$ cat config.mk
export PLATFORM = sky130hd
export DESIGN_NAME = uart_tx_feeder
export DESIGN_NICKNAME = d
export VERILOG_FILES = /design/src/rtl/uart_pkg.sv /design/src/rtl/sync_fifo.sv /design/src/rtl/uart_tx_feeder.sv
export SDC_FILE = /design/constraint.sdc
export NUM_CORES = 1
export LEC_CHECK = 0
export ABC_AREA = 1
export CAP_MARGIN = 20
export CORE_ASPECT_RATIO = 0.6
export CORE_UTILIZATION = 30
export CTS_BUF_LIST = sky130_fd_sc_hd__clkbuf_4
export DETAILED_ROUTE_END_ITERATION = 16
export GPL_TIMING_DRIVEN = 0
export PLACE_DENSITY = 0.5
export SLEW_MARGIN = 20
export SYNTH_ARGS = -nofsm -noshare
export SYNTH_HDL_FRONTEND = slang
export SYNTH_SLANG_ARGS = --single-unit
export TNS_END_PERCENT = 20
$ cat constraint.sdc
create_clock -name i_clock -period 1.8 [get_ports i_clock]
set_input_delay 0.36 -clock i_clock [delete_from_list [all_inputs] [get_ports i_clock]]
set_output_delay 0.36 -clock i_clock [all_outputs]
set_load 0.01 [all_outputs]
$ cat src/rtl/uart_pkg.sv
// rtl/uart_pkg.sv - shared UART definitions: feeder and transmitter state encodings, default byte width
package uart_pkg;

    localparam int N_BITS_DEFAULT = 8;

    typedef enum logic [2:0] {
        FEED_IDLE      = 3'b001,
        FEED_START     = 3'b010,
        FEED_WAIT_DONE = 3'b100
    } feed_state_t;

    typedef enum logic [3:0] {
        TX_IDLE  = 4'b0001,
        TX_START = 4'b0010,
        TX_DATA  = 4'b0100,
        TX_STOP  = 4'b1000
    } tx_state_t;

endpackage

$ cat src/rtl/sync_fifo.sv
// rtl/sync_fifo.sv - small synchronous FIFO with registered full/empty/count and overflow pulse
module sync_fifo #(
    parameter int N_BITS    = 8,
    parameter int ADDR_BITS = 2
) (
    input  logic                 clk,
    input  logic                 rst_n,
    input  logic                 push,
    input  logic                 pop,
    input  logic [N_BITS-1:0]    wdata,
    output logic [N_BITS-1:0]    rdata,
    output logic                 full,
    output logic                 empty,
    output logic [ADDR_BITS:0]   count,
    output logic                 overflow
);

    localparam int DEPTH = 2 ** ADDR_BITS;

    logic [N_BITS-1:0]    mem [DEPTH];
    logic [ADDR_BITS-1:0] wr_ptr;
    logic [ADDR_BITS-1:0] rd_ptr;
    logic [ADDR_BITS:0]   count_next;
    logic                 wr_en;
    logic                 rd_en;

    // A push while full is dropped even if a pop frees a slot on the same edge.
    assign wr_en = push & ~full;
    assign rd_en = pop & ~empty;
    assign rdata = mem[rd_ptr];

    always_comb begin
        count_next = count;
        case ({wr_en, rd_en})
            2'b10:   count_next = count + (ADDR_BITS+1)'(1);
            2'b01:   count_next = count - (ADDR_BITS+1)'(1);
            default: count_next = count;
        endcase
    end

    always_ff @(posedge clk or negedge rst_n) begin
        if (!rst_n) begin
            wr_ptr   <= '0;
            rd_ptr   <= '0;
            count    <= '0;
            full     <= 1'b0;
            empty    <= 1'b1;
            overflow <= 1'b0;
        end else begin
            if (wr_en) begin
                wr_ptr <= wr_ptr + ADDR_BITS'(1);
            end
            if (rd_en) begin
                rd_ptr <= rd_ptr + ADDR_BITS'(1);
            end
            count    <= count_next;
            full     <= (count_next == (ADDR_BITS+1)'(DEPTH));
            empty    <= (count_next == '0);
            overflow <= push & full;
        end
    end

    always_ff @(posedge clk) begin
        if (wr_en) begin
            mem[wr_ptr] <= wdata;
        end
    end

endmodule

$ cat src/rtl/uart_tx_feeder.sv
// rtl/uart_tx_feeder.sv - buffers producer bytes and launches them one at a time into the UART transmitter
module uart_tx_feeder
    import uart_pkg::*;
#(
    parameter int N_BITS    = N_BITS_DEFAULT,
    parameter int ADDR_BITS = 2
) (
    input  logic                 i_clock,
    input  logic                 i_reset_n,
    input  logic                 i_wr,
    input  logic [N_BITS-1:0]    i_wdata,
    output logic                 o_full,
    output logic                 o_empty,
    output logic [ADDR_BITS:0]   o_count,
    output logic                 o_overflow,
    output logic                 o_tx_start,
    output logic [N_BITS-1:0]    o_tx_data,
    input  logic                 i_tx_done_tick,
    output logic                 o_busy
);

    feed_state_t       state;
    feed_state_t       state_next;
    logic              pop;
    logic [N_BITS-1:0] rdata;

    sync_fifo #(
        .N_BITS    (N_BITS),
        .ADDR_BITS (ADDR_BITS)
    ) u_fifo (
        .clk      (i_clock),
        .rst_n    (i_reset_n),
        .push     (i_wr),
        .pop      (pop),
        .wdata    (i_wdata),
        .rdata    (rdata),
        .full     (o_full),
        .empty    (o_empty),
        .count    (o_count),
        .overflow (o_overflow)
    );

    always_ff @(posedge i_clock or negedge i_reset_n) begin
        if (!i_reset_n) begin
            state     <= FEED_IDLE;
            o_tx_data <= '0;
        end else begin
            state <= state_next;
            if (pop) begin
                o_tx_data <= rdata;
            end
        end
    end

    // Done ticks only matter in WAIT_DONE; IDLE and START ignore them.
    always_comb begin
        state_next = state;
        pop        = 1'b0;
        case (state)
            FEED_IDLE: begin
                if (!o_empty) begin
                    pop        = 1'b1;
                    state_next = FEED_START;
                end
            end
            FEED_START: begin
                state_next = FEED_WAIT_DONE;
            end
            FEED_WAIT_DONE: begin
                if (i_tx_done_tick) begin
                    state_next = FEED_IDLE;
                end
            end
            default: begin
                state_next = FEED_IDLE;
            end
        endcase
    end

    // START lasts exactly one cycle, so its state bit is the start pulse.
    assign o_tx_start = (state == FEED_START);
    assign o_busy     = (state != FEED_IDLE);

endmodule

* Word-level counts from Yosys, hierarchy flattened
Memories as Yosys holds them, arrays and structs flattened. A register that Yosys moved wholly into a read port is not among the register bits.
Index checks and enable logic that the tools add are counted.
** Word-level totals
- Register bits :: 13
- Output and inout bits :: 16
- Input port bits :: 12
- Memories :: 1
- Bits in writable memories :: 32
** Memory list
- u_fifo.mem :: depth 4, width 8, read ports 1, clocked after memory_dff 1, write ports 1, line sync_fifo.sv:20 : logic [N_BITS-1:0] mem [DEPTH];
** Cells by class
- Mux-type cells :: 8
- Add/sub/neg operators :: 4
- Bitwise gates (word level) :: 5
- Reduce and logical (&&, ||, !) cells :: 3
- Equal/unequal tests :: 9
** Operators with widths (count)
- 3-bit one-hot mux with 3 select lines :: 1
- 3-bit == test, second input constant :: 2
- 3-bit 2-to-1 mux :: 2
- 3-bit one-hot mux with 2 select lines :: 1
- 2-bit by 1-bit adder with 2-bit output, second input constant :: 2
- 1-bit 2-to-1 mux :: 4
- 2-bit != test, second input constant :: 2
- 3-bit by 1-bit adder with 3-bit output, second input constant :: 1
- 1-bit AND :: 3
- 3-bit by 1-bit == test with 1-bit output, second input constant :: 1
- 3-bit by 2-bit == test with 1-bit output, second input constant :: 1
- 3-bit logical NOT :: 1
- 3-bit by 1-bit != test with 1-bit output, second input constant :: 1
- 3-bit by 1-bit subtractor with 3-bit output, second input constant :: 1
- 2-bit by 1-bit == test with 1-bit output, second input constant :: 1
- 2-bit == test, second input constant :: 1
- 1-bit inverter :: 2
- 2-bit AND reduction :: 1
- 1-bit logical NOT :: 1

* Longest topological paths before layout
Gate-level depths: netlist (run 1).
- Depth after elaboration :: 6
- Depth in mapped cells :: 12
- Mapped depth without buffers :: 11

* Cells and area by module
From an unflattened synthesis (run 1), not the netlist that was laid out.
** Second synthesis, totals
- Cell total of the unflattened synthesis :: 187
- Area total of the unflattened synthesis :: 2293.4 um^2
** By module, submodules not included
- sync_fifo :: cells each 136, instances 1, area an instance 1808.0 um^2
- uart_tx_feeder :: cells each 51, instances 1, area an instance 485.5 um^2

* Worst setup path before layout (run 1)
OpenSTA, ideal clock, no wires.
- Kind :: reg-to-reg
- Start :: register state[0]
- End :: register u_fifo.full
- Data arrival time :: 1899 ps
- Stages on the path, launching flop included :: 9
- Slack :: -176 ps
- Cell sequence :: dfstp_2 -> nand3_4 -> nor2_8 -> buf_6 -> ha_1 -> fa_1 -> o21ai_0 -> nand2_1 -> a21oi_1
** On the way
- Word-level cells in the longest chain between the ends :: 6
- Elaborated cells on any way between the ends :: 7
** RTL lines
- start, declared :: line uart_tx_feeder.sv:22 : feed_state_t state;
- start signal, assigned :: line uart_tx_feeder.sv:48 : state <= state_next;
- 3-bit by 1-bit == test with 1-bit output * :: line uart_tx_feeder.sv:59 : case (state)
- 1-bit 2-to-1 mux * :: line uart_tx_feeder.sv:59
- 1-bit AND * :: line sync_fifo.sv:29 : assign rd_en = pop & ~empty;
- 2-bit by 1-bit == test with 1-bit output or 2-bit == test (tied branches) :: line sync_fifo.sv:34 : case ({wr_en, rd_en})
- 3-bit one-hot mux with 2 select lines * :: line sync_fifo.sv:34
- 3-bit == test * :: line sync_fifo.sv:57 : full <= (count_next == (ADDR_BITS+1)'(DEPTH));
- end signal, assigned :: line sync_fifo.sv:57
- end, declared :: line sync_fifo.sv:12 : output logic full,
Every way passes the cells marked *; elsewhere a longest branch is shown, timed or not.
A chain may end at the register's enable or synchronous reset.

* Worst setup path after layout (run 1)
Ends and elaborated chain as after synthesis.

==> results of run 1 <==
[sequential cells by signal, summed over array words and instances, names as in the netlist]
| signal | flops |
|---|---|
| u_fifo.mem | 32 |
| o_tx_data | 8 |
| state | 3 |
| u_fifo.count | 3 |
| u_fifo.rd_ptr | 2 |
| u_fifo.wr_ptr | 2 |
| u_fifo.empty | 1 |
| u_fifo.full | 1 |
| u_fifo.overflow | 1 |
[how the worst max path moves through the flow]
stage | end | slack [ns] | depth (start not counted)
2_1_floorplan | u_fifo.full | -0.07 | 8
3_5_place_dp | u_fifo.full | -0.53 | 7
6_report | u_fifo.full | -0.13 | 7
4_1_cts | u_fifo.full | -0.13 | 8
5_1_grt | u_fifo.full | -0.20 | 7
3_3_place_gp | u_fifo.full | -0.56 | 7
[synthesized netlist by cell type]
cell       n
nand2_1   63
buf_6      3
a21oi_1    2
inv_1     49
edfxtp_1  32
xor2_1     4
nand2_2   10
nand3_2    2
inv_6      1
dfstp_2    2
nand3_1   17
ha_1       5
fa_1       1
dfrtp_1   19
o21ai_0    2
inv_2      4
nor2_1     8
o21ai_1    1
buf_8      1
nand3_4    1
nor2_8     1
buf_4      1
nand4_1    1
[cell type report]
class / instances / area [µm²]
repair buffers: 36 / 340.3
inverters: 54 / 207.7
clock buffers: 8 / 60.06
fillers: 773 / 4527
multi-input cells: 118 / 648.1
well taps: 104 / 130.1
plain buffers: 4 / 45.04
flip-flops and latches: 53 / 1489
[power by group]
part,switching [mW],leakage (nW),total (mW),internal [mW]
sequential,0.169,0.548,1.85,1.68
combinational,1.32,0.795,2.34,1.02
clock,0.360,0.0368,0.562,0.202
total,1.85,1.38,4.75,2.90
[logic make-up after synthesis]
kind of cell / count (synthesis) / synth area share, %
simple gates: 103 / 20.14
buf+inv: 59 / 11.12
flops: 53 / 62.73
fa+ha+maj: 6 / 3.479
compound gates: 5 / 1.054
xor+xnor: 4 / 1.476
[worst reg2reg max path: cells and delay by family (launching register included)]
| family | cells | cell delay [ns] |
|---|---|---|
| compound gates | 2 | 0.33 |
| fa+ha+maj | 2 | 0.60 |
| flops | 1 | 0.58 |
| simple gates | 3 | 0.35 |
[metal layers]
metal	wire, µm	GRT usage [%]	part of all wire, %
met1	2363	17.41	52
met5	0	0	0
met4	56	4.641	1.2
met2	1898	18.28	42
met3	254	4.027	5.6
[timing repair]
| item | in CTS | in global routing |
|---|---|---|
| setup buffers | 2 | 6 |
| pin swaps | 2 | 3 |
| endpoints found under the setup margin | 31 | 38 |
| gates resized for setup | 6 | 7 |
| gates cloned | 0 | 0 |
==> results.txt, run 1 <==
Pin count of the biggest net entering global routing: 22
Critical Path Source Type: register
Syn Nets: 248
H-tree depth: 2
CP startpoint: state[0]
Cell Pwr Density: 1628 mW/mm²
DR WL/cell: 12.13 µm
Via count: 1521
PnR worst setup slack: -0.1318 ns
Register-to-Register Setup Slack: -0.13 ns
CP Cell Sequence: nand3_4 > nor2_8 > ha_4 > fa_2 > o21ai_2 > nand2_2 > a21oi_2
Most common cell after layout, fill and taps aside: nand2_1
Share of layout cells above drive strength 1: 18.32%
Final instance area: 0.002920 mm²
Antenna violations before repair: 0
CP arrival: 2.23 ns
Total clock sinks: 53
Worst hold margin: 0.2320 ns
Die span in y: 70.90 µm
Netlist cell types: 23
Status: complete, but fails checks
Worst-path clk slew: 0.14 ns
Die W: 116.8 µm
Final setup violation count: 3
Commonest non-fill, non-tap cells in the layout: nand2_1, inv_1, edfxtp_1, clkdlybuf4s50_1, dfrtp_1
Clk Latency, worst-skew pair: 0.37 ns
Max Clock Freq: 517.7 MHz
Unrepaired setup endpoints after global routing: yes
CP max stage delay: 0.58 ns
Hold_buf cts: 0
Top Ports: 28
Skew final: 0.008598 ns
Vias per cell: 4.034
FF-to-FF Start: state[0]
Clock Root Buffer: clkbuf_4
Minimum clock period: 1.932 ns
Measured slew at the worst slew-check pin: 0.8421 ns
Most area-hungry cell type in the Yosys netlist: edfxtp_1
Buffers on Ports: 27
Area grow syn2layout: 23.04%
Post-Syn Area per Cell: 10.32 µm²
Overall global routing resource usage: 12.53%
DRT Wirelength: 4.573 mm
Critical path's slowest cell: dfstp_2
Period utilization: 107.3%
Synth top area share: 40.48%
Sequential share of the synthesized area: 62.73%
Initial core utilization: 31.87%
FF+latch count, synth: 53
Synth warn: 0
First-pass GRT wire length: 7.348 mm
TritonCTS Buffers: 5
Max-cap viol count: 0
Worst VDD drop: 0.0005502 V
Maximum buffer depth of the clock tree: 2
CP required: 2.10 ns
Final count of hold timing violations: 0
Vias in the first global route: 1458
Post-DRT Antenna Nets: 0
Hold Path Class: input port to async pin
HPWL after DPL: 3.151 mm
Final Util: 39.21%
Total negative setup slack: -0.2587 ns
Failing checks: setup timing
Die area: 0.008283 mm²
WS Path Type: register to register
DRC violations left: 0
Pre-Repair DR Iteration Count: 4
Main area contributors after synthesis: edfxtp_1, dfrtp_1, nand2_1
Area after DPL: 0.002786 mm²
Setup crit end kind: register
Global placer's final weighted congestion: 0.7583
Worst slack at placement: -0.5280 ns
Family with the most delay on the worst path: adder cells
NumNets Final: 290
R2R cell count: 7
Post-Syn Instances: 230
Crit Path Max Fanout: 4
Overflow after GRT: 0
Pleak: 1.380 nW
Final Non-Filler Cells: 377
Placed insts: 361
Max_slew headroom: 43.65%
Initial drt markers: 83
WP buf/inv: 0
Final Max Slew Viols: 0
Antenna Cells: 0
Tot Pwr: 4.753 mW
Reg2Reg Capture Point: u_fifo.full
# rows: 24
CTS tree: yes
Core Region: 0.007447 mm²
Post-Syn Area: 0.002374 mm²
Note: power is estimated with default switching activity, not from simulation.
==> inputs of run 2 (changes only) <==
--- a/config.mk
+++ b/config.mk
@@ -8,11 +8,11 @@
 export ABC_AREA = 1
 export CAP_MARGIN = 20
 export CORE_ASPECT_RATIO = 0.6
-export CORE_UTILIZATION = 30
+export CORE_UTILIZATION = 52
 export CTS_BUF_LIST = sky130_fd_sc_hd__clkbuf_4
 export DETAILED_ROUTE_END_ITERATION = 16
 export GPL_TIMING_DRIVEN = 0
-export PLACE_DENSITY = 0.5
+export PLACE_DENSITY = 0.78
 export SLEW_MARGIN = 20
 export SYNTH_ARGS = -nofsm -noshare
 export SYNTH_HDL_FRONTEND = slang
==> run 2 against run 1 <==
The run still ends with setup timing left. Total power rose by 0.29%. Combinational power rose by 3%. Critical path depth rose by 1. Clock-buffer cell count fell by 3. Hold slack improved by 0.25 ns. Final cell count fell by 12%. Largest power group unchanged. Highest routed layer unchanged. Maximum frequency fell by 0.45%. Worst setup slack got worse by 0.0087 ns. Critical endpoint unchanged. Die area fell by 41%. Non-clock buffer count did not move.
==> results.txt, run 2 (same netlist as run 1, synthesis figures left out) <==
Top Ports: 28 (unchanged)
Unrepaired setup endpoints after global routing: yes
Worst hold margin: 0.4832 ns (+0.2511 ns)
Die area: 0.004847 mm² (-41%)
FF-to-FF Start: state[0]
CP required: 2.11 ns (about the same)
First-pass GRT wire length: 6.706 mm (-8.7%)
Clock share of power: 10.7% (-1.1 points)
Skew final: 0.008533 ns (-0.00006564 ns)
Maximum buffer depth of the clock tree: 2 (unchanged)
Register-to-Register Setup Slack: -0.14 ns (about the same)
Hold_buf cts: 0 (unchanged)
Initial drt markers: 113 (+36%)
Most common cell after layout, fill and taps aside: nand2_1
Total clock sinks: 53 (unchanged)
Period utilization: 107.8% (+0.48 points)
Largest Register: u_fifo.mem
Clk Latency, worst-skew pair: 0.38 ns (about the same)
H-tree depth: 2 (unchanged)
Worst VDD drop: 0.0008907 V (+62%)
Buffers on Ports: 27 (unchanged)
Fillers: 353 (-54%)
Antenna violations before repair: 0 (unchanged)
Max_slew headroom: 37.43% (-6.2 points)
NumNets Final: 290 (unchanged)
Post-DRT Antenna Nets: 0 (unchanged)
R2R cell count: 8 (+1)
Hold Path Class: input port to async pin
Core Region: 0.004234 mm² (-43%)
# rows: 18 (-25%)
WS Path Type: register to register
Final Max Slew Viols: 0 (unchanged)
Commonest non-fill, non-tap cells in the layout: nand2_1, inv_1, edfxtp_1, clkdlybuf4s50_1, dfrtp_1
Pleak: 1.365 nW (-1.1%)
CP arrival: 2.25 ns (+0.02 ns)
Cell Pwr Density: 1671 mW/mm² (+2.7%)
Max Clock Freq: 515.3 MHz (-0.45%)
Failing checks: setup timing
Status: complete, but fails checks
Minimum clock period: 1.940 ns (+0.008703 ns)
Vias in the first global route: 1384 (-5.1%)
Reg2Reg Capture Point: u_fifo.full
Tot Pwr: 4.767 mW (+0.29%)
Vias per cell: 4.661 (+16%)
Area grow syn2layout: 20.19%
Pre-Repair DR Iteration Count: 4 (unchanged)
DRT Wirelength: 4.335 mm (-5.2%)
Max-cap viol count: 0 (unchanged)
Overflow after GRT: 0 (unchanged)
Critical Path Source Type: register
Pin count of the biggest net entering global routing: 22 (unchanged)
Global placer's final weighted congestion: 0.7652 (+0.91%)
Worst-path clk slew: 0.15 ns (about the same)
Die span in y: 54.33 µm (-23%)
P_sw: 1.876 mW (+1.3%)
CTS tree: yes
Logic pwr share: 50.4% (+1.1 points)
Final setup violation count: 4 (+1)
Setup crit end kind: register
DRC violations left: 0 (unchanged)
PnR worst setup slack: -0.1405 ns (-0.008703 ns)
P_int: 2.891 mW (-0.37%)
Biggest regs: u_fifo.mem x32, o_tx_data x8
DR WL/cell: 13.02 µm (+7.3%)
Switch share: 39.36% (+0.40 points)
HPWL after DPL: 2.932 mm (-6.9%)
Overall global routing resource usage: 20.21% (+7.7 points)
Initial core utilization: 56.06% (+24 points)
Antenna Cells: 0 (unchanged)
Via count: 1552 (+2.0%)
CP endpoint: u_fifo.full
Share of layout cells above drive strength 1: 17.58% (-0.73 points)
CP startpoint: state[0]
Clock Root Buffer: clkbuf_4
Crit Path Max Fanout: 6 (+2)
Die W: 89.22 µm (-24%)
Register share of total power: 39.0% (about the same)
TritonCTS Buffers: 5 (unchanged)
Final count of hold timing violations: 0 (unchanged)
Measured slew at the worst slew-check pin: 0.9357 ns (+0.09358 ns)
Max reg flops: 32 (unchanged)
-- run 2: cell count changes in the layout (fill, tap and decap cells not counted), sizes merged --
cell,delta
clkbuf,-3
clkdlybuf4s50,+1
clkinv,+3
dlymetal6s2s,-1
-- run 2: metrics by stage --
stage | util (%) | cell area, µm² | setup TNS, ns | worst slack (ns) | std cells
floorplan | - | 2386 | -0.1219 | -0.06847 | 230
global placement | 64.51 | 2731 | -11.20 | -0.5005 | 317
detailed placement | 64.51 | 2731 | -12.54 | -0.4736 | 317
CTS | 66.05 | 2796 | -0.2752 | -0.1586 | 326
global route | 67.38 | 2853 | -0.9149 | -0.2223 | 333
finish | 67.38 | 2853 | -0.2963 | -0.1405 | 333
-- run 2: timing repair --
action	in CTS	in global routing
gates resized for setup	6	6
setup buffers	1	7
pin swaps	2	2
setup endpoints to repair	6	38
-- run 2: layer usage --
layer	wire length, µm	track usage, %	share of wire (%)	up-vias
met1	2126	28.88	49	720
met3	217	5.882	5.0	7
met4	59	7.937	1.4	0
met5	0	0	0	-
met2	1932	29.39	45	39
li1	-	-	-	786
-- run 2: layout make-up --
| type | count | area (µm²) | area share [%] |
|---|---|---|---|
| clock buffers | 5 | 37.54 | 1.316 |
| inverters | 54 | 207.7 | 7.281 |
| multi-input cells | 118 | 648.1 | 22.72 |
| repair buffers | 35 | 322.8 | 11.32 |
| flip-flops and latches | 53 | 1489 | 52.19 |
| plain buffers | 5 | 60.06 | 2.105 |
| well taps | 60 | 75.07 | 2.632 |
| clock inverters | 3 | 12.51 | 0.4386 |
-- run 2: power groups by stage --
stage / combinational [mW] / sequential, mW / clock (mW)
floorplan: 1.39 / 1.92 / 0
detailed placement: 2.14 / 1.89 / 0
global placement: 2.08 / 1.87 / 0
CTS: 2.20 / 1.86 / 0.516
finish: 2.40 / 1.86 / 0.508
global route: 2.70 / 1.90 / 0.562
-- run 2: worst max-delay path, cell delays in order, from the launching register on --
cell and delay (ns):
dfstp_2 0.58, nand3_4 0.10, nor2_8 0.11, buf_8 0.12, ha_4 0.13, fa_1 0.42
o21ai_2 0.16, nand2_2 0.09, a21oi_2 0.15
-- run 2: how the worst min path moves through the flow --
stage,endpoint,slack (ns),cells past startpoint
after detailed placement,o_tx_data[6],0.47,2
after floorplan,o_tx_data[0],0.06,0
final,o_tx_data[6],0.48,1
after global placement,o_tx_data[6],0.46,2
after CTS,o_tx_data[6],0.50,2
after global routing,o_tx_data[6],0.52,2
==> inputs of run 3 (changes only) <==
--- a/config.mk
+++ b/config.mk
@@ -6,12 +6,10 @@
 export NUM_CORES = 1
 export LEC_CHECK = 0
 export ABC_AREA = 1
-export CAP_MARGIN = 20
 export CORE_ASPECT_RATIO = 0.6
 export CORE_UTILIZATION = 52
 export CTS_BUF_LIST = sky130_fd_sc_hd__clkbuf_4
 export DETAILED_ROUTE_END_ITERATION = 16
-export GPL_TIMING_DRIVEN = 0
 export PLACE_DENSITY = 0.78
 export SLEW_MARGIN = 20
 export SYNTH_ARGS = -nofsm -noshare
==> run 3 against run 2 <==
The run still ends with setup timing left. Worst setup slack better by 0.080 ns. Design area down 0.48%. Hold slack worse by 0.20 ns. Non-clock buffer count up 1. Sequential share of layout area up 0.25 points. Largest cell class unchanged.
==> results.txt, run 3 (same netlist as run 1, synthesis figures left out) <==
Pre-Repair DR Iteration Count: 4 (unchanged)
Unrepaired setup endpoints after global routing: yes
Global placer's final weighted congestion: 0.7370 (-3.7%)
Met3 routed WL: 164 µm (-24%)
Worst slack at placement: -0.2739 ns (+0.1997 ns)
CP max stage delay: 0.57 ns (about the same)
Status: complete, but fails checks
Setup crit end kind: register
Top Layer Used: met4
Minimum clock period: 1.860 ns (-0.08024 ns)
Final instance area: 0.002839 mm² (-0.48%)
Post-DRT Antenna Nets: 0 (unchanged)
PnR worst setup slack: -0.06022 ns (+0.08024 ns)
Share of layout cells above drive strength 1: 17.88% (+0.30 points)
WS Path Type: register to register
Overflow after GRT: 0 (unchanged)
Met2 wire len: 1.817 mm (-6.0%)
Final setup violation count: 2 (-2)
Final count of hold timing violations: 0 (unchanged)
Core Region: 0.004234 mm² (unchanged)
Critical path's slowest cell: dfstp_2
Maximum buffer depth of the clock tree: 2 (unchanged)
Clk Latency, worst-skew pair: 0.38 ns (about the same)
Total negative setup slack: -0.1126 ns (+0.1838 ns)
Area after DPL: 0.002758 mm² (+0.96%)
H-tree depth: 2 (unchanged)
Top Ports: 28 (unchanged)
Overall global routing resource usage: 19.86% (-0.35 points)
Most common cell after layout, fill and taps aside: nand2_1
Vias per cell: 4.599 (-1.3%)
Placed insts: 323 (+1.9%)
CP Cell Sequence: buf_6 > nand3_4 > nor2_8 > ha_4 > fa_1 > o21ai_2 > nand2_2 > a21oi_2
Final Util: 67.05% (-0.33 points)
Measured slew at the worst slew-check pin: 0.4600 ns (-0.4757 ns)
Max_slew headroom: 69.33% (+32 points)
Hold Path Class: input port to async pin
Worst-path clk slew: 0.15 ns (about the same)
WP buf/inv: 1 (unchanged)
Family with the most delay on the worst path: adder cells
Pin count of the biggest net entering global routing: 22 (unchanged)
DRT Wirelength: 4.118 mm (-5.0%)
Hold_buf cts: 0 (unchanged)
Largest Register: u_fifo.mem
Initial core utilization: 56.06% (unchanged)
Die area: 0.004847 mm² (unchanged)
Skew final: 0.01748 ns (+0.008945 ns)
Buffers on Ports: 27 (unchanged)
Max-cap viol count: 0 (unchanged)
Max Clock Freq: 537.6 MHz (+4.3%)
NumNets Final: 291 (+0.34%)
Biggest regs: u_fifo.mem x32, o_tx_data x8
Vias in the first global route: 1433 (+3.5%)
# rows: 18 (unchanged)
Clock Root Buffer: clkbuf_4
Critical Path Source Type: register
Final Max Slew Viols: 0 (unchanged)
Area grow syn2layout: 19.61%
Metal-1 WL: 2.074 mm (-2.4%)
Max reg flops: 32 (unchanged)
Worst VDD drop: 0.0008037 V (-9.8%)
Die span in y: 54.33 µm (unchanged)
TritonCTS Buffers: 5 (unchanged)
Period utilization: 103.3% (-4.5 points)
Commonest non-fill, non-tap cells in the layout: nand2_1, inv_1, edfxtp_1, clkdlybuf4s50_1, dfrtp_1
Die W: 89.22 µm (unchanged)
Total clock sinks: 53 (unchanged)
Failing checks: setup timing
DR WL/cell: 12.33 µm (-5.3%)
CTS tree: yes
Cell Pwr Density: 1612 mW/mm² (-3.5%)
DRC violations left: 0 (unchanged)
CP arrival: 2.19 ns (-0.06 ns)
Crit Path Max Fanout: 2 (-4)
First-pass GRT wire length: 6.679 mm (-0.40%)
Initial drt markers: 63 (-44%)
HPWL after DPL: 3.047 mm (+3.9%)
Pleak: 1.381 nW (+1.1%)
Antenna Cells: 0 (unchanged)
Via count: 1536 (-1.0%)
CP required: 2.13 ns (+0.02 ns)
Final Non-Filler Cells: 334 (+0.30%)
Antenna violations before repair: 0 (unchanged)
[run 3: power by group]
part | internal [mW] | switching (mW) | total, mW
logic | 0.932 | 1.19 | 2.12
clock network | 0.152 | 0.375 | 0.527
registers | 1.67 | 0.255 | 1.93
total | 2.76 | 1.82 | 4.58
[run 3: metrics by stage]
step | power [mW] | hold WS, ns
final | 4.576 | 0.2867
after floorplan | 3.309 | 0.06441
after CTS | 4.571 | 0.2913
after detailed placement | 4.033 | 0.4770
after global placement | 3.930 | 0.4611
after global routing | 4.985 | 0.3039
[run 3: path summary, 6_finish.rpt]
path / slack [ns] / to / cells after the start / from
setup reg to reg: -0.06 / u_fifo.full / 8 / state[0]
hold reg to reg: 0.51 / o_tx_data[0] / 2 / o_tx_data[0]
max in group asynchronous: 1.24 / u_fifo.empty / 2 / i_reset_n
setup / recovery: -0.06 / u_fifo.full / 8 / state[0]
min in group i_clock: 0.51 / o_tx_data[0] / 2 / o_tx_data[0]
hold / removal: 0.29 / o_tx_data[0] / 2 / i_reset_n
[run 3: area by class of cell]
cell class,instances,area [µm²]
Clock inverter,3,16.27
Tap cell,60,75.07
Fill cell,346,1395
Timing Repair Buffer,41,370.4
Clock buffer,5,37.54
Multi-Input combinational cell,118,643.1
Sequential cell,53,1489
Inverter,54,207.7
[run 3: worst reg2reg max path, cell delays in order (launching register included)]
cell and delay, ns:
dfstp_2 0.57, buf_6 0.10, nand3_4 0.08, nor2_8 0.12, ha_4 0.15, fa_1 0.44, o21ai_2 0.18, nand2_2 0.08
a21oi_2 0.10
[run 3: per-layer routing]
metal	vias to the layer above	global-route usage (%)
met1	714	28.36
met5	-	0
met4	0	8.466
li1	787	-
met2	28	29.13
met3	7	5.128
[run 3: what timing repair did]
item | CTS | global route
endpoints found under the setup margin | 5 | 8
pin swaps | 0 | 5
endpoints found under the hold margin | 0 | 0
resized for setup | 5 | 7
buffers inserted | 1 | 2
